$ cat config.mk
export PLATFORM = sky130hd
export DESIGN_NAME = wb_pipe_stage_flat
export DESIGN_NICKNAME = d
export VERILOG_FILES = /design/src/rtl/wb_pipe_stage_pkg.sv /design/src/rtl/wb_pipe_stage_if.sv /design/src/rtl/wb_pipe_stage_load_formatter.sv /design/src/rtl/wb_pipe_stage.sv /design/src/flat_wrapper.sv
export SDC_FILE = /design/constraint.sdc
export NUM_CORES = 1
export LEC_CHECK = 0
export ABC_AREA = 1
export BUFFER_PORTS_ARGS = -buffer_cell sky130_fd_sc_hd__buf_2
export CELL_PAD_IN_SITES_DETAIL_PLACEMENT = 1
export CELL_PAD_IN_SITES_GLOBAL_PLACEMENT = 2
export CORE_MARGIN = 1.5
export CORE_UTILIZATION = 32
export CTS_BUF_LIST = sky130_fd_sc_hd__clkbuf_4 sky130_fd_sc_hd__clkbuf_8
export CTS_CLUSTER_DIAMETER = 100
export DETAILED_ROUTE_END_ITERATION = 10
export GPL_ROUTABILITY_DRIVEN = 0
export PLACE_DENSITY = 0.91
export SLEW_MARGIN = 5
export SYNTH_ARGS = -nofsm -noshare
export SYNTH_HDL_FRONTEND = slang
export SYNTH_SLANG_ARGS = --single-unit
$ cat constraint.sdc
create_clock -name clk -period 4.09 [get_ports clk]
set_clock_uncertainty 0.1 [all_clocks]
set_input_delay 1.227 -clock clk [delete_from_list [all_inputs] [get_ports clk]]
set_output_delay 1.227 -clock clk [all_outputs]
set_load 0.005 [all_outputs]
$ cat src/rtl/wb_pipe_stage_pkg.sv
// Shared encodings for the writeback stage: result-source select and load funct3 codes.
package wb_pipe_stage_pkg;

   typedef enum logic [1:0] {
      RES_ALU  = 2'b00,
      RES_LOAD = 2'b01,
      RES_PC4  = 2'b10,
      RES_IMM  = 2'b11
   } result_src_e;

   localparam logic [2:0] F3_LB  = 3'b000;
   localparam logic [2:0] F3_LH  = 3'b001;
   localparam logic [2:0] F3_LW  = 3'b010;
   localparam logic [2:0] F3_LBU = 3'b100;
   localparam logic [2:0] F3_LHU = 3'b101;

endpackage

$ cat src/rtl/wb_pipe_stage_if.sv
// M-stage inputs, pipeline control and W-stage outputs of the writeback stage.
interface wb_pipe_stage_if #(
   parameter int XLEN  = 32,
   parameter int CNT_W = 32
);
   logic             stall_w;
   logic             flush_w;
   logic             valid_m;
   logic             reg_write_m;
   logic [4:0]       rd_m;
   logic [1:0]       result_src_m;
   logic [2:0]       funct3_m;
   logic [XLEN-1:0]  alu_result_m;
   logic [XLEN-1:0]  read_data_m;
   logic [XLEN-1:0]  pc_plus4_m;
   logic [XLEN-1:0]  imm_ext_m;
   logic [XLEN-1:0]  result_w;
   logic [4:0]       rd_w;
   logic             reg_write_w;
   logic [CNT_W-1:0] retired_cnt;

   modport master (
      output stall_w, flush_w, valid_m, reg_write_m, rd_m, result_src_m, funct3_m,
             alu_result_m, read_data_m, pc_plus4_m, imm_ext_m,
      input  result_w, rd_w, reg_write_w, retired_cnt
   );

   modport slave (
      input  stall_w, flush_w, valid_m, reg_write_m, rd_m, result_src_m, funct3_m,
             alu_result_m, read_data_m, pc_plus4_m, imm_ext_m,
      output result_w, rd_w, reg_write_w, retired_cnt
   );
endinterface

$ cat src/rtl/wb_pipe_stage_load_formatter.sv
// Combinational load lane extraction and sign/zero extension.
module load_formatter
   import wb_pipe_stage_pkg::*;
#(
   parameter int XLEN = 32
) (
   input  logic [XLEN-1:0] read_data,
   input  logic [1:0]      addr_lo,
   input  logic [2:0]      funct3,
   output logic [XLEN-1:0] load_data
);

   logic [7:0]  byte_sel;
   logic [15:0] half_sel;

   always_comb begin
      byte_sel = read_data[7:0];
      case (addr_lo)
         2'b00:   byte_sel = read_data[7:0];
         2'b01:   byte_sel = read_data[15:8];
         2'b10:   byte_sel = read_data[23:16];
         2'b11:   byte_sel = read_data[31:24];
         default: byte_sel = read_data[7:0];
      endcase
      // halfwords are naturally aligned; addr_lo[0] is deliberately ignored
      half_sel = addr_lo[1] ? read_data[31:16] : read_data[15:0];
   end

   always_comb begin
      load_data = read_data;
      case (funct3)
         F3_LB:   load_data = {{(XLEN-8){byte_sel[7]}}, byte_sel};
         F3_LH:   load_data = {{(XLEN-16){half_sel[15]}}, half_sel};
         F3_LBU:  load_data = {{(XLEN-8){1'b0}}, byte_sel};
         F3_LHU:  load_data = {{(XLEN-16){1'b0}}, half_sel};
         default: load_data = read_data;
      endcase
   end

endmodule

$ cat src/rtl/wb_pipe_stage.sv
// M->W pipeline register with result select, load formatting and retired-instruction counter.
module wb_pipe_stage
   import wb_pipe_stage_pkg::*;
#(
   parameter int XLEN  = 32,
   parameter int CNT_W = 32
) (
   input  logic           clk,
   input  logic           rst,
   wb_pipe_stage_if.slave wb
);

   logic             valid_q,      valid_d;
   logic             reg_write_q,  reg_write_d;
   logic [4:0]       rd_q,         rd_d;
   result_src_e      result_src_q, result_src_d;
   logic [2:0]       funct3_q,     funct3_d;
   logic [XLEN-1:0]  alu_result_q, alu_result_d;
   logic [XLEN-1:0]  read_data_q,  read_data_d;
   logic [XLEN-1:0]  pc_plus4_q,   pc_plus4_d;
   logic [XLEN-1:0]  imm_ext_q,    imm_ext_d;
   logic [CNT_W-1:0] retired_cnt_q, retired_cnt_d;
   logic             retire;
   logic [XLEN-1:0]  load_data;

   always_comb begin
      valid_d      = valid_q;
      reg_write_d  = reg_write_q;
      rd_d         = rd_q;
      result_src_d = result_src_q;
      funct3_d     = funct3_q;
      alu_result_d = alu_result_q;
      read_data_d  = read_data_q;
      pc_plus4_d   = pc_plus4_q;
      imm_ext_d    = imm_ext_q;

      if (wb.flush_w) begin
         valid_d      = 1'b0;
         reg_write_d  = 1'b0;
         rd_d         = 5'd0;
         result_src_d = RES_ALU;
         funct3_d     = 3'd0;
         alu_result_d = '0;
         read_data_d  = '0;
         pc_plus4_d   = '0;
         imm_ext_d    = '0;
      end else if (!wb.stall_w) begin
         valid_d      = wb.valid_m;
         reg_write_d  = wb.reg_write_m;
         rd_d         = wb.rd_m;
         result_src_d = result_src_e'(wb.result_src_m);
         funct3_d     = wb.funct3_m;
         alu_result_d = wb.alu_result_m;
         read_data_d  = wb.read_data_m;
         pc_plus4_d   = wb.pc_plus4_m;
         imm_ext_d    = wb.imm_ext_m;
      end
   end

   // The entry leaving W retires even when a flush replaces it in the same cycle.
   always_comb begin
      retire        = valid_q && !wb.stall_w;
      retired_cnt_d = retired_cnt_q + {{(CNT_W-1){1'b0}}, retire};
   end

   always_ff @(posedge clk) begin
      if (rst) begin
         valid_q       <= 1'b0;
         reg_write_q   <= 1'b0;
         rd_q          <= 5'd0;
         result_src_q  <= RES_ALU;
         funct3_q      <= 3'd0;
         alu_result_q  <= '0;
         read_data_q   <= '0;
         pc_plus4_q    <= '0;
         imm_ext_q     <= '0;
         retired_cnt_q <= '0;
      end else begin
         valid_q       <= valid_d;
         reg_write_q   <= reg_write_d;
         rd_q          <= rd_d;
         result_src_q  <= result_src_d;
         funct3_q      <= funct3_d;
         alu_result_q  <= alu_result_d;
         read_data_q   <= read_data_d;
         pc_plus4_q    <= pc_plus4_d;
         imm_ext_q     <= imm_ext_d;
         retired_cnt_q <= retired_cnt_d;
      end
   end

   load_formatter #(
      .XLEN (XLEN)
   ) u_load_formatter (
      .read_data (read_data_q),
      .addr_lo   (alu_result_q[1:0]),
      .funct3    (funct3_q),
      .load_data (load_data)
   );

   always_comb begin
      wb.result_w = alu_result_q;
      case (result_src_q)
         RES_ALU:  wb.result_w = alu_result_q;
         RES_LOAD: wb.result_w = load_data;
         RES_PC4:  wb.result_w = pc_plus4_q;
         RES_IMM:  wb.result_w = imm_ext_q;
         default:  wb.result_w = alu_result_q;
      endcase
   end

   assign wb.rd_w        = rd_q;
   assign wb.reg_write_w = valid_q && reg_write_q && (rd_q != 5'd0);
   assign wb.retired_cnt = retired_cnt_q;

endmodule

$ cat src/flat_wrapper.sv
// flat-port wrapper written by rule: the top's interface ports become plain ports
module wb_pipe_stage_flat import wb_pipe_stage_pkg::*;
#(
   parameter int XLEN  = 32,
   parameter int CNT_W = 32
)
  (clk, rst, wb_stall_w, wb_flush_w, wb_valid_m, wb_reg_write_m, wb_rd_m, wb_result_src_m, wb_funct3_m, wb_alu_result_m, wb_read_data_m, wb_pc_plus4_m, wb_imm_ext_m, wb_result_w, wb_rd_w, wb_reg_write_w, wb_retired_cnt);
  wb_pipe_stage_if #(.XLEN(XLEN), .CNT_W(CNT_W)) wb_i ();
  input  logic clk;
  input  logic rst;
  input wire logic [$bits(wb_i.stall_w)-1:0] wb_stall_w;
  input wire logic [$bits(wb_i.flush_w)-1:0] wb_flush_w;
  input wire logic [$bits(wb_i.valid_m)-1:0] wb_valid_m;
  input wire logic [$bits(wb_i.reg_write_m)-1:0] wb_reg_write_m;
  input wire logic [$bits(wb_i.rd_m)-1:0] wb_rd_m;
  input wire logic [$bits(wb_i.result_src_m)-1:0] wb_result_src_m;
  input wire logic [$bits(wb_i.funct3_m)-1:0] wb_funct3_m;
  input wire logic [$bits(wb_i.alu_result_m)-1:0] wb_alu_result_m;
  input wire logic [$bits(wb_i.read_data_m)-1:0] wb_read_data_m;
  input wire logic [$bits(wb_i.pc_plus4_m)-1:0] wb_pc_plus4_m;
  input wire logic [$bits(wb_i.imm_ext_m)-1:0] wb_imm_ext_m;
  output wire logic [$bits(wb_i.result_w)-1:0] wb_result_w;
  output wire logic [$bits(wb_i.rd_w)-1:0] wb_rd_w;
  output wire logic [$bits(wb_i.reg_write_w)-1:0] wb_reg_write_w;
  output wire logic [$bits(wb_i.retired_cnt)-1:0] wb_retired_cnt;
  assign wb_i.stall_w = wb_stall_w;
  assign wb_i.flush_w = wb_flush_w;
  assign wb_i.valid_m = wb_valid_m;
  assign wb_i.reg_write_m = wb_reg_write_m;
  assign wb_i.rd_m = wb_rd_m;
  assign wb_i.result_src_m = wb_result_src_m;
  assign wb_i.funct3_m = wb_funct3_m;
  assign wb_i.alu_result_m = wb_alu_result_m;
  assign wb_i.read_data_m = wb_read_data_m;
  assign wb_i.pc_plus4_m = wb_pc_plus4_m;
  assign wb_i.imm_ext_m = wb_imm_ext_m;
  assign wb_result_w = wb_i.result_w;
  assign wb_rd_w = wb_i.rd_w;
  assign wb_reg_write_w = wb_i.reg_write_w;
  assign wb_retired_cnt = wb_i.retired_cnt;
  wb_pipe_stage #(.XLEN(XLEN), .CNT_W(CNT_W)) u_core (.clk(clk), .rst(rst), .wb(wb_i));
endmodule
After elaboration in Yosys (flattened, before gate mapping) --
Cells that the tools add are included.
Storage, ports and cells: input port bits 144, word-level logic and storage cells 33, flip-flop bits (word level) 172, output and inout port bits 70
Operators by class: multiplexer cells 4, $add $sub $neg 1, equal/unequal tests 9, reductions and logical operators 9
Operators by type and width (count):
- 32-bit one-hot mux with 4 select lines | 2
- 32-bit by 1-bit adder with 32-bit output | 1
- 8-bit one-hot mux with 4 select lines | 1
- 16-bit two-way mux | 1
- 2-bit equality test (second input constant) | 4
- 3-bit equality test (second input constant) | 2
- 5-bit nonzero test | 1
- 2-bit by 1-bit equality test with 1-bit output (second input constant) | 2
- 2-bit zero test | 2
- 3-bit by 1-bit equality test with 1-bit output (second input constant) | 1
- 1-bit logical AND | 3
- 3-bit zero test | 1
- 2-bit OR reduction | 1
- 1-bit zero test | 1

Depth between registers and ports, before layout --
Gate-level depths: netlist of run 1.
depth in word-level cells 4, mapped depth 12, gate-level depth less buffers 11

Modules after synthesis --
Synthesis of run 1 repeated with hierarchy kept, for this count alone.
Second synthesis, totals: cells, all modules 1196, area, all modules 8423.1 µm²
Modules (own cells, without submodules):
- wb_pipe_stage | times used 1, seq. area each 3443.3 µm², area an instance 7661.1 µm², cells each 1050
- load_formatter | times used 1, seq. area each 0.0 µm², area an instance 762.0 µm², cells each 146

Worst setup path before layout of run 1 --
OpenSTA, ideal clock, no wires.
path kind in2reg, from input wb_stall_w, to register u_core.retired_cnt_q[10], in the netlist u_core.wb.retired_cnt[10], data required time 3.875 ns, stages on the path 11, path slack 1.157 ns, data arrival time 2.718 ns, setup time 0.115 ns, path buffers 2, path through buf_2 > buf_1 > nor2_1 > ha_1 > ha_1 > nand2_1 > nor2_4 > nand2_2 > nor2_2 > xor2_1 > and2_1
Between the ends: longest elaborated chain between the ends 3
Ends and longest elaborated chain:
- start: declaration | line flat_wrapper.sv:11 | input wire logic [$bits(wb_i.stall_w)-1:0] wb_stall_w;
- 1-bit zero test | line wb_pipe_stage.sv:62 | retire = valid_q && !wb.stall_w;
- 1-bit logical AND | line wb_pipe_stage.sv:62
- 32-bit by 1-bit adder with 32-bit output | line wb_pipe_stage.sv:63 | retired_cnt_d = retired_cnt_q + {{(CNT_W-1){1'b0}}, retire};
- end signal: assignment | line wb_pipe_stage.sv:88 | retired_cnt_q <= retired_cnt_d;
- end: declaration | line wb_pipe_stage.sv:22 | logic [CNT_W-1:0] retired_cnt_q, retired_cnt_d;
No other way between the ends. A chain may end at the register's enable or synchronous reset.

Worst setup path after layout of run 1 --
from register u_core.result_src_q[1], to output wb_result_w[25]
Between the ends: longest elaborated chain between the ends 2, elaborated cells between the ends (all ways) 5, classes of those cells 3 x eq/ne; 1 x mux; 1 x reduce/logical
Ends and longest elaborated chain:
- start: declaration | line wb_pipe_stage.sv:16 | result_src_e result_src_q, result_src_d;
- start signal: assignment | line wb_pipe_stage.sv:82 | result_src_q <= result_src_d;
- 2-bit equality test (tied with other cells) | line wb_pipe_stage.sv:103 | case (result_src_q)
- 32-bit one-hot mux with 4 select lines (*) | line wb_pipe_stage.sv:103
- end: declaration | line flat_wrapper.sv:22 | output wire logic [$bits(wb_i.result_w)-1:0] wb_result_w;
Every way passes the cells marked *; elsewhere a longest branch is shown, timed or not.

==> impl_metrics.yaml, run 1 <==
global_route:
  grt_pass1_wl_um: 48500
  first_global_vias: 8966
  antenna_found_initial: 4
  grt_overflow: 0
  grt_start_max_net_pins: 164
  grt_usage_pct: 22.0
sta:
  fin_crit_ns: 3.88
  setup_viol: 0
  report.final.slew_viol_count: 0
  rsz0062_at_grt: "false"
  finalCritPeriodShare_pct: 94.9
  hold_violations: 0
  setup_slack_ns: 0.208
  worstMarginPinSlew_ns: 0.880
  max_slew_margin_pct: 41.4
  setup_tns_ns: 0
  timing.fmax_mhz: 258
  timing.hold.ws_ns: 0.379
critical_path:
  cpPeakStageDelay_ns: 0.56
  critPathRequiredTime_ns: 2.76
  cp-start-kind: "flop"
  slowest_stage: "clkinvlp_4"
  path_buf_inv: 3
  path_max_fanout: 25
  cp.arrival_ns: 2.56
  r2r_start: "u_core.valid_q"
  crit_path_end: "wb_result_w[25]"
  critPathCaptureType: "primary output"
  worst-setup-path-type: "reg2out"
  cp_num_cells: 7
  path_delay_family: "buffers and inverters"
  cp_cell_sequence: "nor2_1, clkinvlp_4, buf_4, a21oi_1, nand2_1, nand3_1, buf_2"
  reg2reg_slack_ns: 2.04
  crit_start: "u_core.result_src_q[1]"
  r2r_end: "u_core.wb.retired_cnt[30]"
  reg2reg_depth: 11
die:
  rows: 60
  die_h_um: 168
  core_area_mm2: 0.0268
  die_w_um: 168
  die-area_mm2: 0.0281
  pin_count: 214
  initial_utilization_pct: 32.4
power:
  cellPowerDensity_mw_per_mm2: 327
  leakagePower_nw: 4.31
  ir_drop_v: 0.000186
final_layout:
  n_fill_cell: 3523
  layout_common_cells: "nand2_1, buf_2, dfxtp_1"
  nNetsFinal: 1578
  fin_cells: 1788
  final_common_cell: "nand2_1"
  area_growth_pct: 18.7
  drive_above_1_share_pct: 26.7
  multi_input_area_mm2: 0.00447
  register_area_mm2: 0.00344
  final_area_mm2: 0.0103
detailed_routing:
  antenna_left: 0
  drc: 0
  totalWireLength_um: 30900
  wl_per_cell_um: 17.3
  vias_per_cell: 4.91
  vias: 8782
  drtIter0Drc: 459
  first_pass_iters: 4
synth:
  ys_warn_count: 0
  syn_inst: 1263
  synthArstFlopShare_pct: 0
  synthFlopType: "dfxtp_1"
  ys_ff_latch: 172
  avgSynthCellArea_um2: 6.87
  synthesis.nets: 1409
  syn_area_mm2: 0.00867
  synth-edff-count: 0
  seq_area_frac_synth_pct: 39.7
  synth_cell_types: 30
placed_design:
  dp.cells: 1754
  numPortBuffers: 213
  pre_cts_ws_ns: 0.689
  dpl_cell_area_mm2: 0.00990
  hpwl_um: 22700
clocking:
  cts_sinks: 172
  cts_buffers: 17
  clk_pin_slew_ns: 0.10
  clkLatencyLatePin_ns: 0.47
  cts_tree: "built"
  ctsHoldBuffers: 0
  cts.path.max_buffers: 2
  htreeDepth: 4
  root_buffer: "clkbuf_8"
job:
  maxCapViolCount: 0
run_status:
  status: "finished clean"
worst_hold_path:
  hp-class: "reg2reg"
## worst register-to-register path, stage by stage, from the launching register on
cell	delay, ns
dfxtp_1	0.38
inv_1	0.07
nor2_1	0.10
ha_1	0.18
ha_1	0.18
nand2_1	0.12
nor2_4	0.19
nand2_1	0.19
nor2_1	0.24
nand2_1	0.08
nand2_1	0.06
a21oi_1	0.05
## per-layer routing
layer / global-route usage, % / vias up / routed length (um)
li1: - / 4377 / -
met5: 0 / - / 25
met1: 29.0 / 4159 / 14600
met2: 36.3 / 195 / 14500
met3: 3.14 / 47 / 961
met4: 8.66 / 4 / 879
## report_power, final
group | switching, mW | internal, mW
Sequential | 0.0287 | 1.72
Combinational | 0.277 | 0.146
Clock | 0.741 | 0.454
## cells by family after synthesis
logic type	synth area share, %
AND/OR/NAND/NOR	33.1
adder cells (fa/ha/maj)	0.288
buffers and inverters	8.79
XOR/XNOR	0.404
AO/OA/AOI/OAI	17.7
flip-flops	39.7
## worst min-delay path by stage
stage / from / endpoint / slack [ns] / cells after the start
after CTS: u_core.alu_result_q[4] / u_core.alu_result_q[4] / 0.38 / 2
after floorplan: u_core.alu_result_q[2] / u_core.alu_result_q[2] / 0.35 / 2
after global placement: u_core.alu_result_q[3] / u_core.alu_result_q[3] / 0.35 / 2
final: u_core.reg_write_q / u_core.reg_write_q / 0.38 / 2
after global routing: u_core.pc_plus4_q[26] / u_core.pc_plus4_q[26] / 0.40 / 2
after detailed placement: u_core.alu_result_q[4] / u_core.alu_result_q[4] / 0.36 / 2
## synth_stat cells, types with 5 or more instances
library cell	instances	area [um^2]
o21ai_0	27	135
inv_1	83	312
nand4_1	8	50.1
inv_2	5	18.8
a21oi_1	61	305
a21oi_2	100	876
nand2_1	441	1660
buf_6	15	169
nand3_1	114	571
clkbuf_1	41	154
a211oi_1	23	173
nand3b_1	5	37.5
nor2_2	8	50.1
buf_1	5	18.8
buf_2	18	90.1
nor2_1	112	420
dfxtp_1	172	3440
## metrics by stage
step / utilization (%) / total power [mW]
after floorplan: - / 2.03
after detailed placement: 36.9 / 2.21
after CTS: 38.4 / 3.40
after global placement: 36.9 / 2.21
final: 38.4 / 3.37
after global routing: 38.4 / 3.51
## layout make-up
class                   count  area share, %
diodes                      2         0.0486
multi-input cells         924           43.4
flip-flops and latches    172           33.5
clock inverters            15           1.48
repair buffers            229           11.9
clock buffers              17           2.27
inverters                  88           3.26
well taps                 341           4.14
## state kept, by name (all words and copies together) (netlist names)
name / cells
u_core.wb.rd_w: 5
u_core.valid_q: 1
u_core.result_src_q: 2
u_core.wb.retired_cnt: 32
u_core.read_data_q: 32
u_core.alu_result_q: 32
u_core.reg_write_q: 1
u_core.funct3_q: 3
u_core.imm_ext_q: 32
u_core.pc_plus4_q: 32
## timing repair
item | in CTS | in global routing
setup buffers | 0 | 0
gates resized for setup | 0 | 1
setup endpoints to repair | 0 | 1
No activity file was read; power rests on OpenSTA's default activity.
==> inputs of run 2 (changes only) <==
- CORE_UTILIZATION: 32 -> 27
- PLACE_DENSITY: 0.91 -> 0.83
- REMOVE_ABC_BUFFERS: unset -> 1
- clock period: 4.09 -> 3.4 ns (I/O delays scaled with it)
==> impl_metrics.yaml, run 2 (synthesized netlist as in run 1, its figures left out) <==
clocking:
  clkLatencyLatePin_ns: 0.49
  clk_pin_slew_ns: 0.10
  ctsHoldBuffers: 0
  root_buffer: "clkbuf_8"
  cts_tree: "built"
  htreeDepth: 4
  cts.path.max_buffers: 2
  cts_buffers: 17
  cts_sinks: 172
detailed_routing:
  wl_per_cell_um: 16.3
  vias_per_cell: 4.65
  vias: 8616
  antenna_left: 0
  drc: 0
  drtIter0Drc: 359
  first_pass_iters: 4
  totalWireLength_um: 30300
final_layout:
  register_area_mm2: 0.00345
  drive_above_1_share_pct: 27.0
  layout_common_cells: "nand2_1, buf_2, dfxtp_1"
  n_fill_cell: 4046
  final_area_mm2: 0.0104
  multi_input_area_mm2: 0.00449
  area_growth_pct: 20.5
  fin_cells: 1853
  nNetsFinal: 1581
  final_common_cell: "nand2_1"
global_route:
  use_met2_pct: 30.1
  grt_overflow: 0
  grt_usage_pct: 18.6
  antenna_found_initial: 9
  gr-usage-met3_pct: 4.93
  grt_pass1_wl_um: 48100
  grt_start_max_net_pins: 164
  first_global_vias: 8854
  met1_usage_pct: 24.5
  top_usage_layer: "met2"
power:
  cellPowerDensity_mw_per_mm2: 392
  ir_drop_v: 0.000226
  p_total_mw: 4.09
  leakagePower_nw: 4.33
placed_design:
  numPortBuffers: 213
  dpl_cell_area_mm2: 0.0100
  hpwl_um: 21200
  pre_cts_ws_ns: 0.572
  dp.cells: 1818
critical_path:
  cp-start-kind: "flop"
  critPathRequiredTime_ns: 2.28
  path_max_fanout: 7
  path_buf_inv: 3
  cp_cell_sequence: "inv_1, nand2_1, inv_1, nand2_1, nand2_1, o21ai_1, nand3b_1, buf_2"
  slowest_stage: "dfxtp_1"
  cp.arrival_ns: 2.14
  cpPeakStageDelay_ns: 0.35
  critPathCaptureType: "primary output"
  path_delay_family: "simple AND/OR/NAND/NOR gates"
  reg2reg_slack_ns: 1.43
  worst-setup-path-type: "reg2out"
  crit_path_frequent_cell: "nand2_1"
sta:
  hold_violations: 0
  report.final.slew_viol_count: 0
  timing.fmax_mhz: 307
  setup_viol: 0
  fin_crit_ns: 3.26
  max_slew_margin_pct: 45.4
  setup_slack_ns: 0.139
  finalCritPeriodShare_pct: 95.9
  worstMarginPinSlew_ns: 0.820
run_status:
  status: "finished clean"
die:
  die-area_mm2: 0.0332
  core_area_mm2: 0.0316
  pin_count: 214
  rows: 65
  die_w_um: 182
  die_h_um: 182
  initial_utilization_pct: 27.5
worst_hold_path:
  hp-class: "reg2reg"
job:
  maxCapViolCount: 0
[run 2: cell types whose count changed in the layout (fill, tap and decap cells not counted), sizes merged]
| cell | before | now |
|---|---|---|
| clkinvlp | 1 | 4 |
| bufinv | 0 | 1 |
| clkbuf | 17 | 19 |
| clkinv | 9 | 3 |
| buf | 229 | 232 |
| diode | 2 | 3 |
[run 2: metrics by stage]
step           util, %  hold WS [ns]  TNS, ns
2_1_floorplan        -         0.343  -213.72
3_3_place_gp      31.8         0.353        0
3_5_place_dp      31.8         0.360        0
4_1_cts           33.0         0.375        0
5_1_grt           33.1         0.396  -0.0117
6_report          33.1         0.374        0
[run 2: worst paths after layout]
| check | start | endpoint | cells after the start |
|---|---|---|---|
| hold reg to reg | u_core.reg_write_q | u_core.reg_write_q | 2 |
| setup / recovery | u_core.funct3_q[0] | wb_result_w[3] | 8 |
| hold / removal | u_core.reg_write_q | u_core.reg_write_q | 2 |
| setup reg to reg | u_core.valid_q | u_core.wb.retired_cnt[30] | 11 |
[run 2: area by class of cell]
| type | instances | share of cell area (%) |
|---|---|---|
| multi-input cells | 924 | 43.0 |
| flip-flops and latches | 172 | 33.0 |
| inverters | 88 | 3.19 |
| diodes | 3 | 0.0719 |
| repair buffers | 232 | 12.2 |
| clock buffers | 19 | 2.44 |
| well taps | 402 | 4.81 |
| clock inverters | 13 | 1.26 |
[run 2: what timing repair did]
| item | in CTS | in global routing |
|---|---|---|
| setup endpoints to repair | 0 | 14 |
| gates resized for setup | 0 | 4 |
| buffers inserted | 0 | 0 |
[run 2: per-layer routing]
metal	wire length (um)	vias up	share of wire [%]
li1	-	4391	-
met1	14500	4025	48
met2	13900	163	46
met3	1520	27	5.0
met4	316	10	1.0
met5	62	-	0.20
[run 2: worst reg2reg max path: cells and delay by family, from the launching register on]
kind | cells | cell delay [ns]
AOI/OAI and AO/OA | 1 | 0.05
buffers and inverters | 1 | 0.06
and+or+nand+nor | 7 | 0.95
DFF | 1 | 0.35
adders and majority gates | 2 | 0.35
[run 2: power by group]
part / switching [mW] / total [mW] / internal [mW] / leakage (nW)
Combinational: 0.322 / 0.503 / 0.181 / 2.74
Clock: 0.865 / 1.49 / 0.623 / 0.187
Sequential: 0.0328 / 2.10 / 2.07 / 1.40
Total: 1.22 / 4.09 / 2.87 / 4.33
==> inputs of run 3 (changes only) <==
- CORE_UTILIZATION: 27 -> 32
- PLACE_DENSITY: 0.83 -> 0.91
- clock period: 3.4 -> 3.8 ns (I/O delays scaled with it)
==> impl_metrics.yaml, run 3 (synthesized netlist as in run 1, its figures left out) <==
final_layout:
  drive_above_1_share_pct: 26.8
  layout_common_cells: "nand2_1, buf_2, dfxtp_1"
  fin_util_pct: 38.8
  n_fill_cell: 3479
  multi_input_area_mm2: 0.00448
  final_common_cell: "nand2_1"
  fin_cells: 1792
  area_growth_pct: 19.8
  register_area_mm2: 0.00345
  nNetsFinal: 1580
power:
  leakagePower_nw: 4.35
  p_total_mw: 3.71
  cellPowerDensity_mw_per_mm2: 357
  ir_drop_v: 0.000194
detailed_routing:
  vias_per_cell: 4.85
  drtIter0Drc: 365
  totalWireLength_um: 28700
  antenna_left: 0
  vias: 8690
  drc: 0
  first_pass_iters: 4
  wl_per_cell_um: 16.0
clocking:
  cts_tree: "built"
  cts.path.max_buffers: 2
  cts_buffers: 17
  root_buffer: "clkbuf_8"
  clkLatencyLatePin_ns: 0.47
  cts_resized: 0
  cts_sinks: 172
  ctsHoldBuffers: 0
  clk_pin_slew_ns: 0.10
  htreeDepth: 4
  postCtsSetupBuffers: 0
placed_design:
  dp.cells: 1756
  hpwl_um: 20400
  pre_cts_ws_ns: 0.723
  numPortBuffers: 213
die:
  rows: 60
  pin_count: 214
  core_area_mm2: 0.0268
  die_h_um: 168
  die_w_um: 168
  initial_utilization_pct: 32.4
  die-area_mm2: 0.0281
global_route:
  grt_usage_pct: 20.7
  grt_start_max_net_pins: 107
  antenna_found_initial: 9
  first_global_vias: 8736
  grt_overflow: 0
  grt_pass1_wl_um: 46200
critical_path:
  critPathCaptureType: "primary output"
  reg2reg_depth: 11
  critPathRequiredTime_ns: 2.56
  cp.arrival_ns: 2.26
  r2r_end: "u_core.wb.retired_cnt[30]"
  r2r_start: "u_core.valid_q"
  reg2reg_slack_ns: 1.80
  crit_start: "u_core.result_src_q[1]"
  path_max_fanout: 30
  crit_path_end: "wb_result_w[2]"
  worst-setup-path-type: "reg2out"
  cp-start-kind: "flop"
sta:
  report.final.slew_viol_count: 0
  setup_viol: 0
  setup_slack_ns: 0.296
  rsz0062_at_grt: "false"
  worstMarginPinSlew_ns: 1.08
  timing.hold.ws_ns: 0.372
  finalCritPeriodShare_pct: 92.2
  hold_violations: 0
  max_slew_margin_pct: 28.1
  timing.fmax_mhz: 285
  fin_crit_ns: 3.50
job:
  maxCapViolCount: 0
worst_hold_path:
  hp-class: "reg2reg"
  hold_start: "u_core.imm_ext_q[31]"
run_status:
  status: "finished clean"
[run 3: cell count changes in the layout (fill, tap and decap cells not counted), sizes merged]
cell and change:
clkinv +1, clkinvlp -3, buf -1, diode +1, inv +4, clkbuf -2
[run 3: cell type report]
cell class	instances	area share (%)
Multi-Input combinational cell	924	43.1
Sequential cell	172	33.2
Timing Repair Buffer	231	12.2
Tap cell	341	4.11
Inverter	88	3.20
Clock buffer	17	2.25
Clock inverter	15	1.87
Antenna cell	4	0.0963
[run 3: stage by stage]
stage / cell area (um^2) / setup TNS, ns
5_1_grt: 10400 / 0
3_5_place_dp: 9950 / 0
4_1_cts: 10400 / 0
2_1_floorplan: 8240 / -173.81
6_report: 10400 / 0
3_3_place_gp: 9950 / 0
[run 3: power by group]
| group | internal (mW) | total [mW] | switching [mW] | leakage [nW] |
|---|---|---|---|---|
| clock | 0.571 | 1.39 | 0.820 | 0.212 |
| combinational | 0.161 | 0.440 | 0.279 | 2.74 |
| sequential | 1.85 | 1.88 | 0.0291 | 1.40 |
| total | 2.58 | 3.71 | 1.13 | 4.35 |
[run 3: worst max-delay path, cell delays in order (launching register included)]
cell	delay, ns
dfxtp_2	0.39
nor2_1	0.09
inv_1	0.78
a21oi_1	0.07
o21ai_1	0.20
nand3b_1	0.14
buf_2	0.15
[run 3: metal layers]
metal  track usage, %  wire length (um)
met3             5.89              1730
met4             3.45               193
met2             36.1             14000
met5                0                57
met1             25.6             12800
[run 3: how the worst min path moves through the flow]
| stage | slack [ns] | end | cells past startpoint |
|---|---|---|---|
| global placement | 0.35 | u_core.alu_result_q[4] | 2 |
| floorplan | 0.34 | u_core.alu_result_q[2] | 2 |
| finish | 0.37 | u_core.imm_ext_q[31] | 2 |
| detailed placement | 0.36 | u_core.imm_ext_q[31] | 2 |
| global route | 0.40 | u_core.alu_result_q[17] | 2 |
| CTS | 0.37 | u_core.imm_ext_q[31] | 2 |
